## config.mk

```make
export PLATFORM = sky130hd
export DESIGN_NAME = piso_serializer
export DESIGN_NICKNAME = d
export VERILOG_FILES = /design/src/rtl/piso_pkg.sv /design/src/rtl/piso_bit_counter.sv /design/src/rtl/piso_serializer.sv
export SDC_FILE = /design/constraint.sdc
export NUM_CORES = 1
export LEC_CHECK = 0
export CELL_PAD_IN_SITES_DETAIL_PLACEMENT = 1
export CELL_PAD_IN_SITES_GLOBAL_PLACEMENT = 2
export CORE_MARGIN = 3
export CORE_UTILIZATION = 35
export CTS_CLUSTER_SIZE = 40
export DETAILED_ROUTE_END_ITERATION = 8
export DONT_BUFFER_PORTS = 1
export PLACE_DENSITY = 0.73
export SKIP_LAST_GASP = 1
export SLEW_MARGIN = 25
export SYNTH_ARGS = -nofsm -noshare
export SYNTH_HDL_FRONTEND = slang
export SYNTH_SLANG_ARGS = --single-unit
```

## constraint.sdc

```tcl
create_clock -name clock -period 2 [get_ports clock]
set_clock_uncertainty 0.2 [all_clocks]
set_input_delay 0.5 -clock clock [delete_from_list [all_inputs] [get_ports clock]]
set_output_delay 0.5 -clock clock [all_outputs]
set_load 0.05 [all_outputs]
```

## src/rtl/piso_pkg.sv

```systemverilog
// Shared types and helpers for the parallel-in/serial-out serializer.
// Optional parity framing is selected with the PISO_PARITY_EN macro.
package piso_pkg;

  typedef enum logic [1:0] {
    IDLE   = 2'd0,
    SHIFT  = 2'd1,
    PARITY = 2'd2
  } piso_state_t;

  // Bit counter width able to hold 0..width.
  function automatic int cnt_width(input int width);
    return $clog2(width + 1);
  endfunction

endpackage

```

## src/rtl/piso_bit_counter.sv

```systemverilog
// Loadable down-counter for the serializer; flags when the count reaches zero.
// Saturates at zero so it can never wrap.
module piso_bit_counter #(
  parameter int CW       = 3,
  parameter int LOAD_VAL = 3
) (
  input  logic clock,
  input  logic clear,
  input  logic load,
  input  logic dec,
  output logic last
);

  logic [CW-1:0] count;

  always_ff @(posedge clock or posedge clear) begin
    if (clear) begin
      count <= '0;
    end else if (load) begin
      count <= CW'(LOAD_VAL);
    end else if (dec && (count != '0)) begin
      count <= count - CW'(1);
    end
  end

  assign last = (count == '0);

endmodule

```

## src/rtl/piso_serializer.sv

```systemverilog
// Parallel-in/serial-out serializer with gapless back-to-back framing.
// Define PISO_PARITY_EN to append an even-parity bit to every frame.
module piso_serializer
  import piso_pkg::*;
#(
  parameter int WIDTH     = 4,
  parameter bit LSB_FIRST = 1'b0
) (
  input  logic             clock,
  input  logic             clear,
  input  logic [WIDTH-1:0] din,
  input  logic             din_valid,
  output logic             din_ready,
  output logic             sout,
  output logic             sout_valid,
  output logic             busy,
  output logic             done
);

  localparam int CW = cnt_width(WIDTH);

  // Handshake: a word transfers on a rising edge where din_valid && din_ready.
  // din_ready depends only on registered state (and clear), never on din_valid.

  piso_state_t      state;
  piso_state_t      state_next;
  logic [WIDTH-1:0] shreg;
  logic             xfer;
  logic             frame_end;
  logic             cnt_last;
  logic             cnt_dec;
`ifdef PISO_PARITY_EN
  logic             par_bit;
`endif

  piso_bit_counter #(
    .CW       (CW),
    .LOAD_VAL (WIDTH - 1)
  ) u_bit_counter (
    .clock (clock),
    .clear (clear),
    .load  (xfer),
    .dec   (cnt_dec),
    .last  (cnt_last)
  );

  // frame_end marks the cycle that closes a frame and may accept the next word.
  always_comb begin
`ifdef PISO_PARITY_EN
    frame_end = (state == PARITY);
`else
    frame_end = (state == SHIFT) && cnt_last;
`endif
    din_ready  = !clear && ((state == IDLE) || frame_end);
    xfer       = din_valid && din_ready;
    cnt_dec    = (state == SHIFT) && !cnt_last;
    done       = frame_end;
    busy       = (state != IDLE);
    sout_valid = (state != IDLE);
  end

  always_comb begin
    sout       = 1'b0;
    state_next = state;
    case (state)
      IDLE: begin
        if (xfer) state_next = SHIFT;
      end
      SHIFT: begin
        sout = LSB_FIRST ? shreg[0] : shreg[WIDTH-1];
        if (cnt_last) begin
`ifdef PISO_PARITY_EN
          state_next = PARITY;
`else
          state_next = xfer ? SHIFT : IDLE;
`endif
        end
      end
`ifdef PISO_PARITY_EN
      PARITY: begin
        sout       = par_bit;
        state_next = xfer ? SHIFT : IDLE;
      end
`endif
      default: state_next = IDLE;
    endcase
  end

  always_ff @(posedge clock or posedge clear) begin
    if (clear) begin
      state <= IDLE;
    end else begin
      state <= state_next;
    end
  end

  always_ff @(posedge clock or posedge clear) begin
    if (clear) begin
      shreg <= '0;
    end else if (xfer) begin
      shreg <= din;
    end else if (state == SHIFT) begin
      shreg <= LSB_FIRST ? (shreg >> 1) : (shreg << 1);
    end
  end

`ifdef PISO_PARITY_EN
  // Parity is taken from the captured word, so later din changes cannot affect it.
  always_ff @(posedge clock or posedge clear) begin
    if (clear) begin
      par_bit <= 1'b0;
    end else if (xfer) begin
      par_bit <= ^din;
    end
  end
`endif

endmodule

```

=== After elaboration in Yosys (flattened, before gate mapping) ===
Cells that the tools add are included.

* $add $sub $neg: 1
* Reduce and logical (&&, ||, !) cells: 15
* Equal/unequal tests: 3
* Muxes and demuxes: 9

{| class="wikitable"
|+ Operator list
! kind !! number
|-
| two-way mux 4 bit || 2
|-
| two-way mux 3 bit || 2
|-
| nonzero test 2 bit || 3
|-
| logical AND 1 bit || 5
|-
| two-way mux 2 bit || 2
|-
| inequality test 2 bit, second input constant || 2
|-
| one-hot mux 2 bit (2 select lines) || 1
|-
| logical NOT 3 bit || 1
|-
| nonzero test 3 bit || 1
|-
| subtractor 3 x 1 -> 3 bit, second input constant || 1
|-
| equality test 2 x 1 -> 1 bit, second input constant || 1
|-
| logical NOT 1 bit || 2
|-
| logical NOT 2 bit || 1
|-
| two-way mux 1 bit || 2
|-
| AND reduction 2 bit || 1
|-
| logical OR 1 bit || 1
|}

* Bits in registers: 9
* Input port bits: 7
* Output and inout bits: 5
* Logic and storage cells: 31

=== Depth between registers and ports, before layout ===
* Word-level depth: 8
* Depth in mapped cells: 6
* Mapped depth without buffers: 5

=== Cells and area by module ===
A second synthesis with hierarchy kept.

* Cell total of the unflattened synthesis: 43
* Area total of the unflattened synthesis: 473.0 µm²

{| class="wikitable"
|+ Modules (own cells, without submodules)
! module !! area each (µm²) !! cells an instance !! seq. area each (µm²) !! times used
|-
| piso_serializer || 286.5 || 25 || 125.1 || 1
|-
| piso_bit_counter || 186.4 || 18 || 75.1 || 1
|}

=== Least setup slack after synthesis ===
OpenSTA, ideal clock, no wires.

* Path kind: reg-to-output
* From: register state[0]
* To: output port done
* Stages on the path, launching flop included: 4
* Data required time: 1.300 ns
* Buffers on the path: 1
* Arrival time: 1.728 ns
* Setup slack: -0.428 ns
* Path through: dfrtp_1 > buf_2 > inv_1 > nor2_1

* Word-level cells in the longest chain between the ends: 2

{| class="wikitable"
|+ RTL lines
! what !! RTL line !! RTL
|-
| start, declared || piso_serializer.sv:25 || <nowiki>piso_state_t state;</nowiki>
|-
| start signal, assigned || piso_serializer.sv:93 || <nowiki>state <= state_next;</nowiki>
|-
| equality test 2 x 1 -> 1 bit || piso_serializer.sv:52 || <nowiki>frame_end = (state == SHIFT) && cnt_last;</nowiki>
|-
| logical AND 1 bit || piso_serializer.sv:52 ||
|-
| end, declared || piso_serializer.sv:17 || <nowiki>output logic done</nowiki>
|}

No other way between the ends.

=== Final worst setup path ===
* From: register u_bit_counter.count[0]
* To: output port din_ready

* Word-level cells in the longest chain between the ends: 4

{| class="wikitable"
|+ RTL lines
! what !! RTL line !! RTL
|-
| start, declared || piso_bit_counter.sv:14 || <nowiki>logic [CW-1:0] count;</nowiki>
|-
| start signal, assigned || piso_bit_counter.sv:20 || <nowiki>count <= CW'(LOAD_VAL);</nowiki>
|-
| start signal, assigned || piso_bit_counter.sv:22 || <nowiki>count <= count - CW'(1);</nowiki>
|-
| logical NOT 3 bit || piso_bit_counter.sv:26 || <nowiki>assign last = (count == '0);</nowiki>
|-
| logical AND 1 bit || piso_serializer.sv:52 ||
|-
| logical OR 1 bit || piso_serializer.sv:54 || <nowiki>din_ready = !clear && ((state == IDLE) || frame_end);</nowiki>
|-
| logical AND 1 bit || piso_serializer.sv:54 ||
|-
| end, declared || piso_serializer.sv:13 || <nowiki>output logic din_ready,</nowiki>
|}

No other way between the ends.

==> out/results.ini <==
[placed_design]
pre_cts_ws_ns=0.112
dp_hpwl_um=693
dp.cells=58
gp_congestion=0.644
io_buffers=0

[sta]
hold_viol=0
max_freq_ghz=0.504
fin_crit_sh=0.993
worst_pin_slew_ns=0.378
hold_ws_ns=0.190
postLayoutSetupSlackWorst_ns=0.0146
rsz0062_at_grt=yes
fin_crit_ns=1.99
report.final.slew_viol_count=0
setup_viol=0
slew_headroom=0.747
setup-tns-final_ns=0

[pwr]
p_int_mw=0.665
power_frac_seq=0.272
comb_power_share=0.612
leakage_nw=0.313
power_switching_mw=0.480
ir_drop_uv=627
powerDensity_nw_per_um2=1760
p_sw_frac=0.419
clockPowerShare=0.116

[grt]
grt_overflow=0
grt_max_degree=17
antenna_found_initial=0
grt_pass1_wl_mm=1.70
grt_pass1_vias=409
grtUsageTotal=0.126

[cells_and_area]
drive_above_1_share=0.545
nFillCells=137
layout_common_cells=8 x buf_4, 7 x dfrtp_1, 4 x mux2_4
syn2layout_area_growth_pct=34.1
nets=65
diodes=0
layout.cells.non_filler=69
final_common_cell=buf_4

[setup_path]
slowest_delay_ns=0.39
criticalPathCategory=flop to output pin
worst-path-buf-inv=1
worstSetupStartpointType=flop
cp.required_ns=1.30
worstPathArrival_ns=1.29
cp_max_fo=4
end_kind=output pin
crit_chain=inv_2, ha_4, nand2b_4, a21oi_4
cp_slowest_cell=dfrtp_1
cp_top_family=flip-flops

[route]
routed_wl_um=971
initialDrtViolationCount=6
drtPass1Iterations=2
via_count=341
ant_nets=0
wire_per_inst_um=14.1
via_per_inst=4.94
drc_errors=0

[synth]
post-synth-top-area-cell=dfrtp_1
synth_warnings=0
synth_cells=43
yosys-top-cells-area=dfrtp_1 41%, mux2_4 12%, mux2_2 7.0%
synth_top_cell_area_share=0.413
ys_seq_area_frac=0.413
synth-seq-cells=8
syn-cell-area_um2=484
synth_fp_nets=52
synth.distinct_cells=20
avgSynthCellArea_um2=11.3

[job]
max_cap_violations=0

[die]
die_h_um=43.2
placementRows=12
core_area_um2=1200
dieArea_um2=1870
io_pins=12
die_x_um=43.2
start_util=0.403

[outcome]
status=finished clean

[min_path]
hp-class=input pin to flop

[cts]
cts_tree=built
cts-root-buf=clkbuf_4
path_clk_slew_ns=0.06
clkSinkCount=8
cts_max_path_buffers=2
insertion_delay_ns=0.25
htree_levels=1
cts_inserted_buffers=3

[routing by layer]
metal	share of wire	up-vias	track usage
met5	0	-	0
met4	0	0	0.0542
met1	0.41	167	0.125
met2	0.53	10	0.227
li1	-	164	-
met3	0.059	0	0.0466
[path summary, 6_finish.rpt]
check	from	to	slack (ns)	depth (start not counted)
min in group asynchronous	clear	state[0]	0.44	2
worst max register to register	u_bit_counter.count[0]	shreg[2]	0.22	6
worst min-delay path	din[0]	shreg[0]	0.19	1
max in group asynchronous	clear	state[0]	0.89	2
worst min register to register	u_bit_counter.count[2]	u_bit_counter.count[2]	0.38	2
worst max-delay path	u_bit_counter.count[0]	din_ready	0.01	4
[metrics by stage]
stage / utilization / cell area (um^2) / power, mW
after floorplan: - / 504 / 0.770
after global placement: 0.460 / 553 / 0.863
after detailed placement: 0.460 / 553 / 0.891
after CTS: 0.539 / 647 / 1.15
after global routing: 0.541 / 649 / 1.23
final: 0.541 / 649 / 1.14
[power by group through the flow]
stage          Sequential [mW]  Clock [mW]  Combinational [mW]
6_report                 0.311       0.132               0.701
5_1_grt                  0.324       0.151               0.754
4_1_cts                  0.307       0.140               0.699
3_5_place_dp             0.308           0               0.583
3_3_place_gp             0.299           0               0.565
2_1_floorplan            0.300           0               0.470
[what timing repair did]
action,CTS,global route
hold buffers,1,0
buffers inserted,6,0
gates resized for setup,4,1
pin swaps,2,0
setup endpoints to repair,2,2
endpoints found under the hold margin,8,0
[worst register-to-register path: stages (launching register included)]
cell and delay, ns:
dfrtp_1 0.39, inv_2 0.09, ha_4 0.14, nand2b_4 0.08, buf_4 0.16, a21oi_4 0.28
mux2_4 0.33
[final cells by class]
| type | count | area, um^2 | share of cell area |
|---|---|---|---|
| Sequential cell | 8 | 204 | 0.314 |
| Inverter | 5 | 18.8 | 0.0289 |
| Clock buffer | 4 | 26.3 | 0.0405 |
| Multi-Input combinational cell | 27 | 273 | 0.420 |
| Timing Repair Buffer | 11 | 110 | 0.170 |
| Tap cell | 14 | 17.5 | 0.0270 |
[cells in the mapped netlist, drive strengths merged]
cell and n:
dfrtp 8, mux2 7, inv 5, a21oi 4, buf 3, nand2 3
nor2 3, ha 2, nand2b 2, a311o 1, and2 1, and3 1
mux2i 1, nor2b 1, o21bai 1
[registers in the layout, summed over array words and instances, names as in the netlist]
signal,count
shreg,4
u_bit_counter.count,3
state,1
[kinds of logic after synthesis]
family	Yosys count	share of synthesized area
buf+inv	8	0.0879
flops	8	0.413
fa+ha+maj	2	0.0517
simple gates	11	0.129
mux	8	0.214
compound gates	6	0.103
(Power assumes the default switching activity.)
